[src/rtl/hilo_mult_unit.sv]
`timescale 1ns/1ps
// hilo_mult_unit
// Takes MULT/MULTU/MTHI/MTLO from the execute stage and drives an external
// unsigned 32x32 multiplier core. It waits out the core latency, applies the
// sign correction and commits the 64-bit product to HI/LO.
//
// state     | meaning
// ----------+-----------------------------------------------------------
// ST_IDLE   | no multiply in flight; MTHI/MTLO write directly; MULT* issue
// ST_WAIT   | operands held on core_a/core_b; cnt counts down the core latency
// ST_COMMIT | core_z is valid; sign-corrected product is written to HI/LO
module hilo_mult_unit #(
    parameter int unsigned LATENCY = 1
) (
    input  logic        clk,
    input  logic        reset,
    input  logic        op_valid,
    input  logic [1:0]  op,
    input  logic [31:0] rs_val,
    input  logic [31:0] rt_val,
    output logic [31:0] core_a,
    output logic [31:0] core_b,
    input  logic [63:0] core_z,
    output logic        busy,
    output logic [31:0] hi,
    output logic [31:0] lo
);

    localparam logic [1:0] OP_MULTU = 2'b00;
    localparam logic [1:0] OP_MULT  = 2'b01;
    localparam logic [1:0] OP_MTHI  = 2'b10;
    localparam logic [1:0] OP_MTLO  = 2'b11;

    localparam logic [3:0] LAT_CNT = 4'(LATENCY);

    typedef enum logic [1:0] {
        ST_IDLE   = 2'd0,
        ST_WAIT   = 2'd1,
        ST_COMMIT = 2'd2
    } state_t;

    state_t      state;
    state_t      state_nxt;
    logic [3:0]  cnt;
    logic        neg;
    logic        idle_op;
    logic        issue_mul;
    logic        is_signed;
    logic [31:0] rs_mag;
    logic [31:0] rt_mag;
    logic [63:0] product_fix;

    // Requests are only honoured in IDLE; the pipeline holds them while busy.
    assign idle_op   = (state == ST_IDLE) && op_valid;
    assign issue_mul = idle_op && (op == OP_MULTU || op == OP_MULT);
    assign is_signed = (op == OP_MULT);

    // Two's-complement magnitude; 0x80000000 maps to itself, which is the
    // correct unsigned magnitude.
    assign rs_mag = rs_val[31] ? (~rs_val + 32'd1) : rs_val;
    assign rt_mag = rt_val[31] ? (~rt_val + 32'd1) : rt_val;

    // Negation is mod 2^64, so a zero product stays zero.
    assign product_fix = neg ? (~core_z + 64'd1) : core_z;

    // Next-state logic.
    always_comb begin
        state_nxt = state;
        case (state)
            ST_IDLE:   if (issue_mul) state_nxt = ST_WAIT;
            ST_WAIT:   if (cnt <= 4'd1) state_nxt = ST_COMMIT;
            ST_COMMIT: state_nxt = ST_IDLE;
            default:   state_nxt = ST_IDLE;
        endcase
    end

    // State register.
    always_ff @(posedge clk or posedge reset) begin
        if (reset) state <= ST_IDLE;
        else       state <= state_nxt;
    end

    // busy is registered so it rises the clock after issue and falls the
    // clock after commit.
    always_ff @(posedge clk or posedge reset) begin
        if (reset) busy <= 1'b0;
        else       busy <= (state_nxt != ST_IDLE);
    end

    // Operand capture and latency counter; operands stay put through WAIT.
    always_ff @(posedge clk or posedge reset) begin
        if (reset) begin
            core_a <= 32'd0;
            core_b <= 32'd0;
            neg    <= 1'b0;
            cnt    <= 4'd0;
        end else if (issue_mul) begin
            core_a <= is_signed ? rs_mag : rs_val;
            core_b <= is_signed ? rt_mag : rt_val;
            neg    <= is_signed && (rs_val[31] ^ rt_val[31]);
            cnt    <= LAT_CNT;
        end else if (state == ST_WAIT && cnt != 4'd0) begin
            cnt <= cnt - 4'd1;
        end
    end

    // HI/LO: product commit, or direct moves from rs while idle.
    always_ff @(posedge clk or posedge reset) begin
        if (reset) begin
            hi <= 32'd0;
            lo <= 32'd0;
        end else if (state == ST_COMMIT) begin
            hi <= product_fix[63:32];
            lo <= product_fix[31:0];
        end else if (idle_op && op == OP_MTHI) begin
            hi <= rs_val;
        end else if (idle_op && op == OP_MTLO) begin
            lo <= rs_val;
        end
    end

endmodule

[config.mk]
export PLATFORM = sky130hd
export DESIGN_NAME = hilo_mult_unit
export DESIGN_NICKNAME = d
export VERILOG_FILES = /design/src/rtl/hilo_mult_unit.sv
export SDC_FILE = /design/constraint.sdc
export NUM_CORES = 1
export LEC_CHECK = 0
export ABC_AREA = 1
export CORE_MARGIN = 8
export CORE_UTILIZATION = 50
export CTS_CLUSTER_DIAMETER = 30
export DETAILED_ROUTE_END_ITERATION = 10
export PLACE_DENSITY = 0.82
export SYNTH_ARGS = -nofsm -noshare
export SYNTH_HDL_FRONTEND = slang
export SYNTH_SLANG_ARGS = --single-unit
[constraint.sdc]
create_clock -name clk -period 5.4 [get_ports clk]
set_input_delay 1.08 -clock clk [delete_from_list [all_inputs] [get_ports clk]]
set_output_delay 1.08 -clock clk [all_outputs]
set_load 0.05 [all_outputs]
==> results of run 1 <==
[final timing paths]
kind,to,depth (start not counted),slack (ns)
worst max register to register,hi[4]$_DFFE_PP0P_,8,2.84
worst max-delay path,hi[4]$_DFFE_PP0P_,8,2.21
worst min-delay path,lo[1]$_DFFE_PP0P_,2,0.47
worst min register to register,lo[1]$_DFFE_PP0P_,2,0.47
max in group asynchronous,core_b[20]$_DFFE_PP0P_,3,3.07
min in group asynchronous,lo[3]$_DFFE_PP0P_,2,1.24
[cells by family (layout without fill, tap and decap cells)]
family                   after synthesis  after routing  share of synthesized area, %
AO/OA/AOI/OAI                        191            191                         10.50
XOR/XNOR                              25             25                         2.176
adder cells (fa/ha/maj)                6              6                        0.7459
buffers and inverters                246            487                         10.19
flip-flops                           136            136                         33.81
other                                  0              2                             0
AND/OR/NAND/NOR                      975            975                         42.57
[power breakdown]
part           total [W]  internal (W)  switching, W
Clock            0.00109      0.000614      0.000478
Combinational    0.00445       0.00141       0.00305
Sequential       0.00193       0.00152      0.000406
[per-stage QoR]
stage | instances | cell area (um^2) | setup WS, ns | hold slack [ns] | total power (W)
after CTS | 2090 | 13300 | 2.239 | 0.4757 | 0.007471
after global routing | 2092 | 13310 | 2.098 | 0.5015 | 0.007856
final | 2092 | 13310 | 2.207 | 0.4727 | 0.007472
after floorplan | 1579 | 10060 | 0.6805 | 0.4801 | 0.004770
after detailed placement | 2058 | 12750 | 1.858 | 0.4601 | 0.006358
after global placement | 2058 | 12750 | 1.921 | 0.4623 | 0.006290
[worst reg2reg max path, stage by stage (launching register included)]
cell,delay [ns]
dfrtp_1,0.37
inv_2,0.12
nand2_2,0.08
nor2_4,0.13
nand3_2,0.86
buf_4,0.54
nand3_1,0.08
o21ai_1,0.09
o21bai_1,0.17
[per-layer routing]
metal | part of all wire [%] | vias up | routed length (um)
li1 | - | 5540 | -
met1 | 41 | 5353 | 15630
met2 | 44 | 609 | 16990
met3 | 9.3 | 120 | 3596
met4 | 6.0 | 0 | 2305
met5 | 0 | - | 0
[cell usage in the layout, fill, tap and decap left out, drive strengths merged, types with 6 or more instances in the layout]
| master | count |
|---|---|
| clkinv | 8 |
| o21ai | 121 |
| ha | 6 |
| xor2 | 23 |
| nand3 | 230 |
| a21oi | 31 |
| inv | 190 |
| nand3b | 19 |
| dfrtp | 136 |
| o31ai | 17 |
| nor3 | 7 |
| nand2 | 468 |
| buf | 6 |
| nor2 | 222 |
| clkbuf | 19 |
| a31oi | 15 |
| clkdlybuf4s50 | 261 |
| nand4 | 24 |
[state kept, by name, summed over array words and instances, names as in the netlist]
register and flops:
core_a 32, busy 1, cnt 4, neg 1, hi 32, lo 32
core_b 32, state 2
[layout make-up]
cell class                 count  area share, %
tap                          270          2.539
antenna                        2        0.03762
clock inverter                13         0.7429
sequential                   136          25.59
inverter                     188          5.360
timing repair buffer         267          19.97
multi-input combinational   1197          42.35
clock buffer                  19          3.404
==> run_results.csv, run 1 <==
group,metric,value,unit
sta,slew_violations,0,
routing,totalWireLength,38530,um
synthesis,synthArstFlopShare,100.0,%
critical_path,crit_slowest_cell,"nand3_2",
place,place.detailed.hpwl,30190,um
critical_path,r2r-start,"state[1]$_DFF_PP0_",
clock_network,numCtsBuffers,17,
critical_path,critical_path.cell_chain,"clkdlybuf4s50_1 -> nand2_2 -> nor2_4 -> nand3_2 -> buf_4 -> nand3_1 -> o21ai_1 -> o21bai_1",
cells_and_area,area_growth,32.20,%
die,fp.coreArea,19970,um^2
cells_and_area,utilization,66.61,%
hold_path,hold_path.class,"reg -> reg",
critical_path,cp-startpoint,"op_valid",
routing,vias_per_cell,5.555,
clock_network,numClockSinks,136,
critical_path,crit_arrival,3.50,ns
synthesis,synth_top_area_share,33.81,%
clock_network,cts_tree,"done",
global_route,first_global_vias,11220,
clock_network,clock_latency,0.43,ns
power,power_density,561.6,nW/um^2
synthesis,ys_seq_area_share,33.81,%
clock_network,cts_root_buf,"clkbuf_16",
synthesis,ys_warn_count,0,
clock_network,cts_resized,0,
routing,drt.antenna.violating_nets,0,
synthesis,synth_most_common_cell,"nand2_1",
sta,slew_headroom,24.41,%
critical_path,cp-end-kind,"register",
sta,setup-violations-final,0,
cells_and_area,drive_gt1_share,5.110,%
cells_and_area,nets,1946,
die,start_util,50.39,%
synthesis,synth-seq-cells,136,
synthesis,syn_inst,1579,
die,die_area,24920,um^2
die,rows,52,
critical_path,worstPathMaxFanout,57,
synthesis,postSynthAreaPerCell,6.374,um^2
sta,worst_pin_slew,1.132,ns
global_route,top_usage_layer,"met2",
clock_network,htreeDepth,4,
global_route,grt_antenna_before_repair,2,
sta,min_period,3.193,ns
routing,post-route-drc-count,0,
synthesis,synth_area_leader_cell,"dfrtp_1",
place,place.gp.congestion,0.9838,
critical_path,cp_top_family,"simple AND/OR/NAND/NOR gates",
synthesis,synth_cell_type_count,38,
clock_network,ctsHoldBuffers,0,
synthesis,synth_ff_type,"dfrtp_1",
global_route,globalRouteMet2Util,48.01,%
critical_path,critical_path_buf_inv_count,2,
run_status,status,"finished, final reports clean",
job,max_cap_viol_count,0,
critical_path,required,5.71,ns
sta,max_freq,313.2,MHz
clock_network,cts_setup_buffers,0,
critical_path,path_class,"in -> reg",
die,pin_count,262,
routing,vias,11620,
cells_and_area,fillers,1785,
synthesis,synth_area,10060,um^2
global_route,grt_max_degree,103,
cells_and_area,regArea,3405,um^2
die,fp.dieW,157.9,um
clock_network,clk_pin_slew,0.06,ns
global_route,grt_pass1_wl,60000,um
synthesis,synth-edff-count,0,
sta,tns,0,ns
hold_path,hp-start,"lo[1]$_DFFE_PP0P_",
global_route,grtUsageTotal,31.21,%
synthesis,syn_nets,1718,
place,numPortBuffers,261,
sta,rsz0062_at_grt,"false",
global_route,use_met1,40.07,%
power,ir_worst_vdd,467.7,uV
cells_and_area,multi_input_area,5635,um^2
routing,wl_per_cell,18.42,um
clock_network,cts_max_path_buffers,2,
power,power.leakage,6.251,nW
global_route,use_met3,6.170,%
sta,hold_viol,0,
sta,fin_crit_sh,59.13,%
critical_path,cp-start-kind,"input pin",
die,die_h,157.9,um
critical_path,max_stage_delay,0.86,ns
global_route,grt.overflow.total,0,
sta,skew,0.008396,ns
routing,drtIter0Drc,1070,
synthesis,synth_area_leaders,"dfrtp_1 (34%), nand2_1 (17%), nand3_1 (11%)",
routing,dr.pass1.iters,6,
synthesis,synth_common_cells,"nand2_1 (450), nand3_1 (226), nor2_1 (207)",
Note: power is estimated with default switching activity, not from simulation.
==> inputs of run 2 (changes only) <==
--- a/config.mk
+++ b/config.mk
@@ -7,10 +7,10 @@
 export LEC_CHECK = 0
 export ABC_AREA = 1
 export CORE_MARGIN = 8
-export CORE_UTILIZATION = 50
+export CORE_UTILIZATION = 45
 export CTS_CLUSTER_DIAMETER = 30
 export DETAILED_ROUTE_END_ITERATION = 10
-export PLACE_DENSITY = 0.82
+export PLACE_DENSITY = 0.78
 export SYNTH_ARGS = -nofsm -noshare
 export SYNTH_HDL_FRONTEND = slang
 export SYNTH_SLANG_ARGS = --single-unit
==> constraint.sdc (replaced) <==
create_clock -name clk -period 2.6 [get_ports clk]
set_input_delay 0.52 -clock clk [delete_from_list [all_inputs] [get_ports clk]]
set_output_delay 0.52 -clock clk [all_outputs]
set_load 0.05 [all_outputs]
==> run 2 against run 1 <==
  * Global-route usage shrank 1.3 points
  * Critical endpoint is now hi[21]
  * Wire length grew 6.0%
  * Highest routed layer is now met5
  * Largest power group unchanged
  * Critical path type is now reg -> out
  * Critical path depth shrank 7
==> run_results.csv, run 2 (synthesis gave the netlist of run 1 again) <==
group,metric,value,unit
run_status,status,"finished, final reports clean",
clock_network,numClockSinks,136,
global_route,grtUsageTotal,29.88,%
routing,drtIter0Drc,1113,
sta,max_freq,434.1,MHz
cells_and_area,layout.cells.non_filler,2120,
critical_path,crit_arrival,1.78,ns
critical_path,path_class,"reg -> out",
critical_path,critical_path.cell_chain,"clkdlybuf4s50_1",
power,p_sw,0.008275,W
sta,worst_pin_slew,0.6595,ns
critical_path,worstPathMaxFanout,2,
place,place_area,13020,um^2
die,pin_count,262,
critical_path,crit_slowest_cell,"clkdlybuf4s50_1",
global_route,grt_antenna_before_repair,1,
clock_network,htreeDepth,4,
sta,skew,0.007940,ns
critical_path,worst-path-stages,1,
die,rows,54,
die,fp.dieW,165.6,um
clock_network,cts_tree,"done",
job,max_cap_viol_count,0,
cells_and_area,diodes,0,
critical_path,critical_path_buf_inv_count,1,
routing,vias,11740,
critical_path,cp-start-kind,"register",
cells_and_area,fillers,2098,
global_route,globalRouteMet2Util,45.84,%
clock_network,clk_pin_slew,0.06,ns
routing,totalWireLength,40830,um
cells_and_area,drive_gt1_share,6.087,%
routing,wl_per_cell,19.26,um
routing,drt.antenna.violating_nets,0,
clock_network,cts_resized,0,
place,place.gp.congestion,1.004,
global_route,top_usage_layer,"met2",
critical_path,required,2.08,ns
critical_path,r2r_cells,8,
cells_and_area,nets,1966,
cells_and_area,area_growth,35.26,%
global_route,grt_max_degree,82,
clock_network,ctsHoldBuffers,0,
sta,min_period,2.304,ns
critical_path,cp-end-kind,"primary output",
die,fp.coreArea,21890,um^2
power,power.total,0.01589,W
sta,holdWs,0.4765,ns
die,die_h,165.6,um
global_route,grt.overflow.total,0,
global_route,first_global_vias,11440,
critical_path,max_stage_delay,0.87,ns
power,switching_share,52.06,%
sta,fin_crit_sh,88.60,%
die,die_area,27410,um^2
clock_network,numCtsBuffers,17,
sta,hold_viol,0,
clock_network,cts_setup_buffers,0,
sta,slew_headroom,56.03,%
power,power_density,1167,nW/um^2
power,sequentialPowerShare,24.9,%
clock_network,clock_latency,0.44,ns
clock_network,cts_root_buf,"clkbuf_16",
cells_and_area,design_area,13610,um^2
die,start_util,45.98,%
power,clkPwrFrac,15.6,%
global_route,use_met1,38.77,%
clock_network,cts_max_path_buffers,2,
power,power_frac_comb,59.5,%
global_route,use_met3,6.470,%
power,power.leakage,6.405,nW
routing,vias_per_cell,5.538,
power,ir_worst_vdd,1016,uV
global_route,grt_pass1_wl,63000,um
critical_path,cp_top_family,"buffers and inverters",
cells_and_area,final_cell_mix,"nand2_1 (450), clkdlybuf4s50_1 (261), nand3_1 (226), nor2_1 (207), inv_1 (177)",
place,numPortBuffers,261,
power,intPower,0.007619,W
hold_path,hold_path.class,"in -> async",
cells_and_area,utilization,62.19,%
sta,setup-violations-final,0,
routing,dr.pass1.iters,7,
routing,post-route-drc-count,0,
sta,slew_violations,0,
place,place.detailed.hpwl,32030,um
sta,rsz0062_at_grt,"false",
cells_and_area,mostFrequentLayoutCell,"nand2_1",
place,dp.cells,2088,
## run 2: power groups by stage
stage	combinational [W]	clock (W)	sequential, W
6_report	0.00946	0.00248	0.00395
5_1_grt	0.0100	0.00258	0.00406
4_1_cts	0.00949	0.00249	0.00393
3_5_place_dp	0.00944	0	0.00394
3_3_place_gp	0.00935	0	0.00393
2_1_floorplan	0.00272	0	0.00719
## run 2: cell type report
| type | instances | area (um^2) | share of cell area, % |
|---|---|---|---|
| Clock buffer | 19 | 442.9 | 3.254 |
| Inverter | 188 | 711.9 | 5.230 |
| Multi-Input combinational cell | 1197 | 5635 | 41.40 |
| Clock inverter | 13 | 147.6 | 1.085 |
| Sequential cell | 136 | 3405 | 25.01 |
| Tap cell | 280 | 350.3 | 2.574 |
| Timing Repair Buffer | 287 | 2920 | 21.45 |
## run 2: path summary, 6_finish.rpt
check / startpoint / to / slack [ns]
min in group clk: core_a[31]$_DFFE_PP0P_ / core_a[31]$_DFFE_PP0P_ / 0.48
setup / recovery: hi[21]$_DFFE_PP0P_ / hi[21] / 0.30
max in group asynchronous: reset / hi[25]$_DFFE_PP0P_ / 1.51
hold / removal: reset / lo[1]$_DFFE_PP0P_ / 0.48
setup reg to reg: state[1]$_DFF_PP0_ / lo[8]$_DFFE_PP0P_ / 0.78
hold reg to reg: core_a[31]$_DFFE_PP0P_ / core_a[31]$_DFFE_PP0P_ / 0.48
## run 2: metal layers
metal,up-vias,wire length [um]
met3,115,3673
li1,5599,-
met5,-,13
met1,5447,16880
met4,2,2108
met2,577,18160
## run 2: through the flow
step | setup slack, ns | setup TNS (ns)
after detailed placement | -0.02647 | -0.02647
after floorplan | 0.3869 | 0
after global placement | 0.02724 | 0
after global routing | 0.2118 | 0
after CTS | 0.3084 | 0
final | 0.2963 | 0
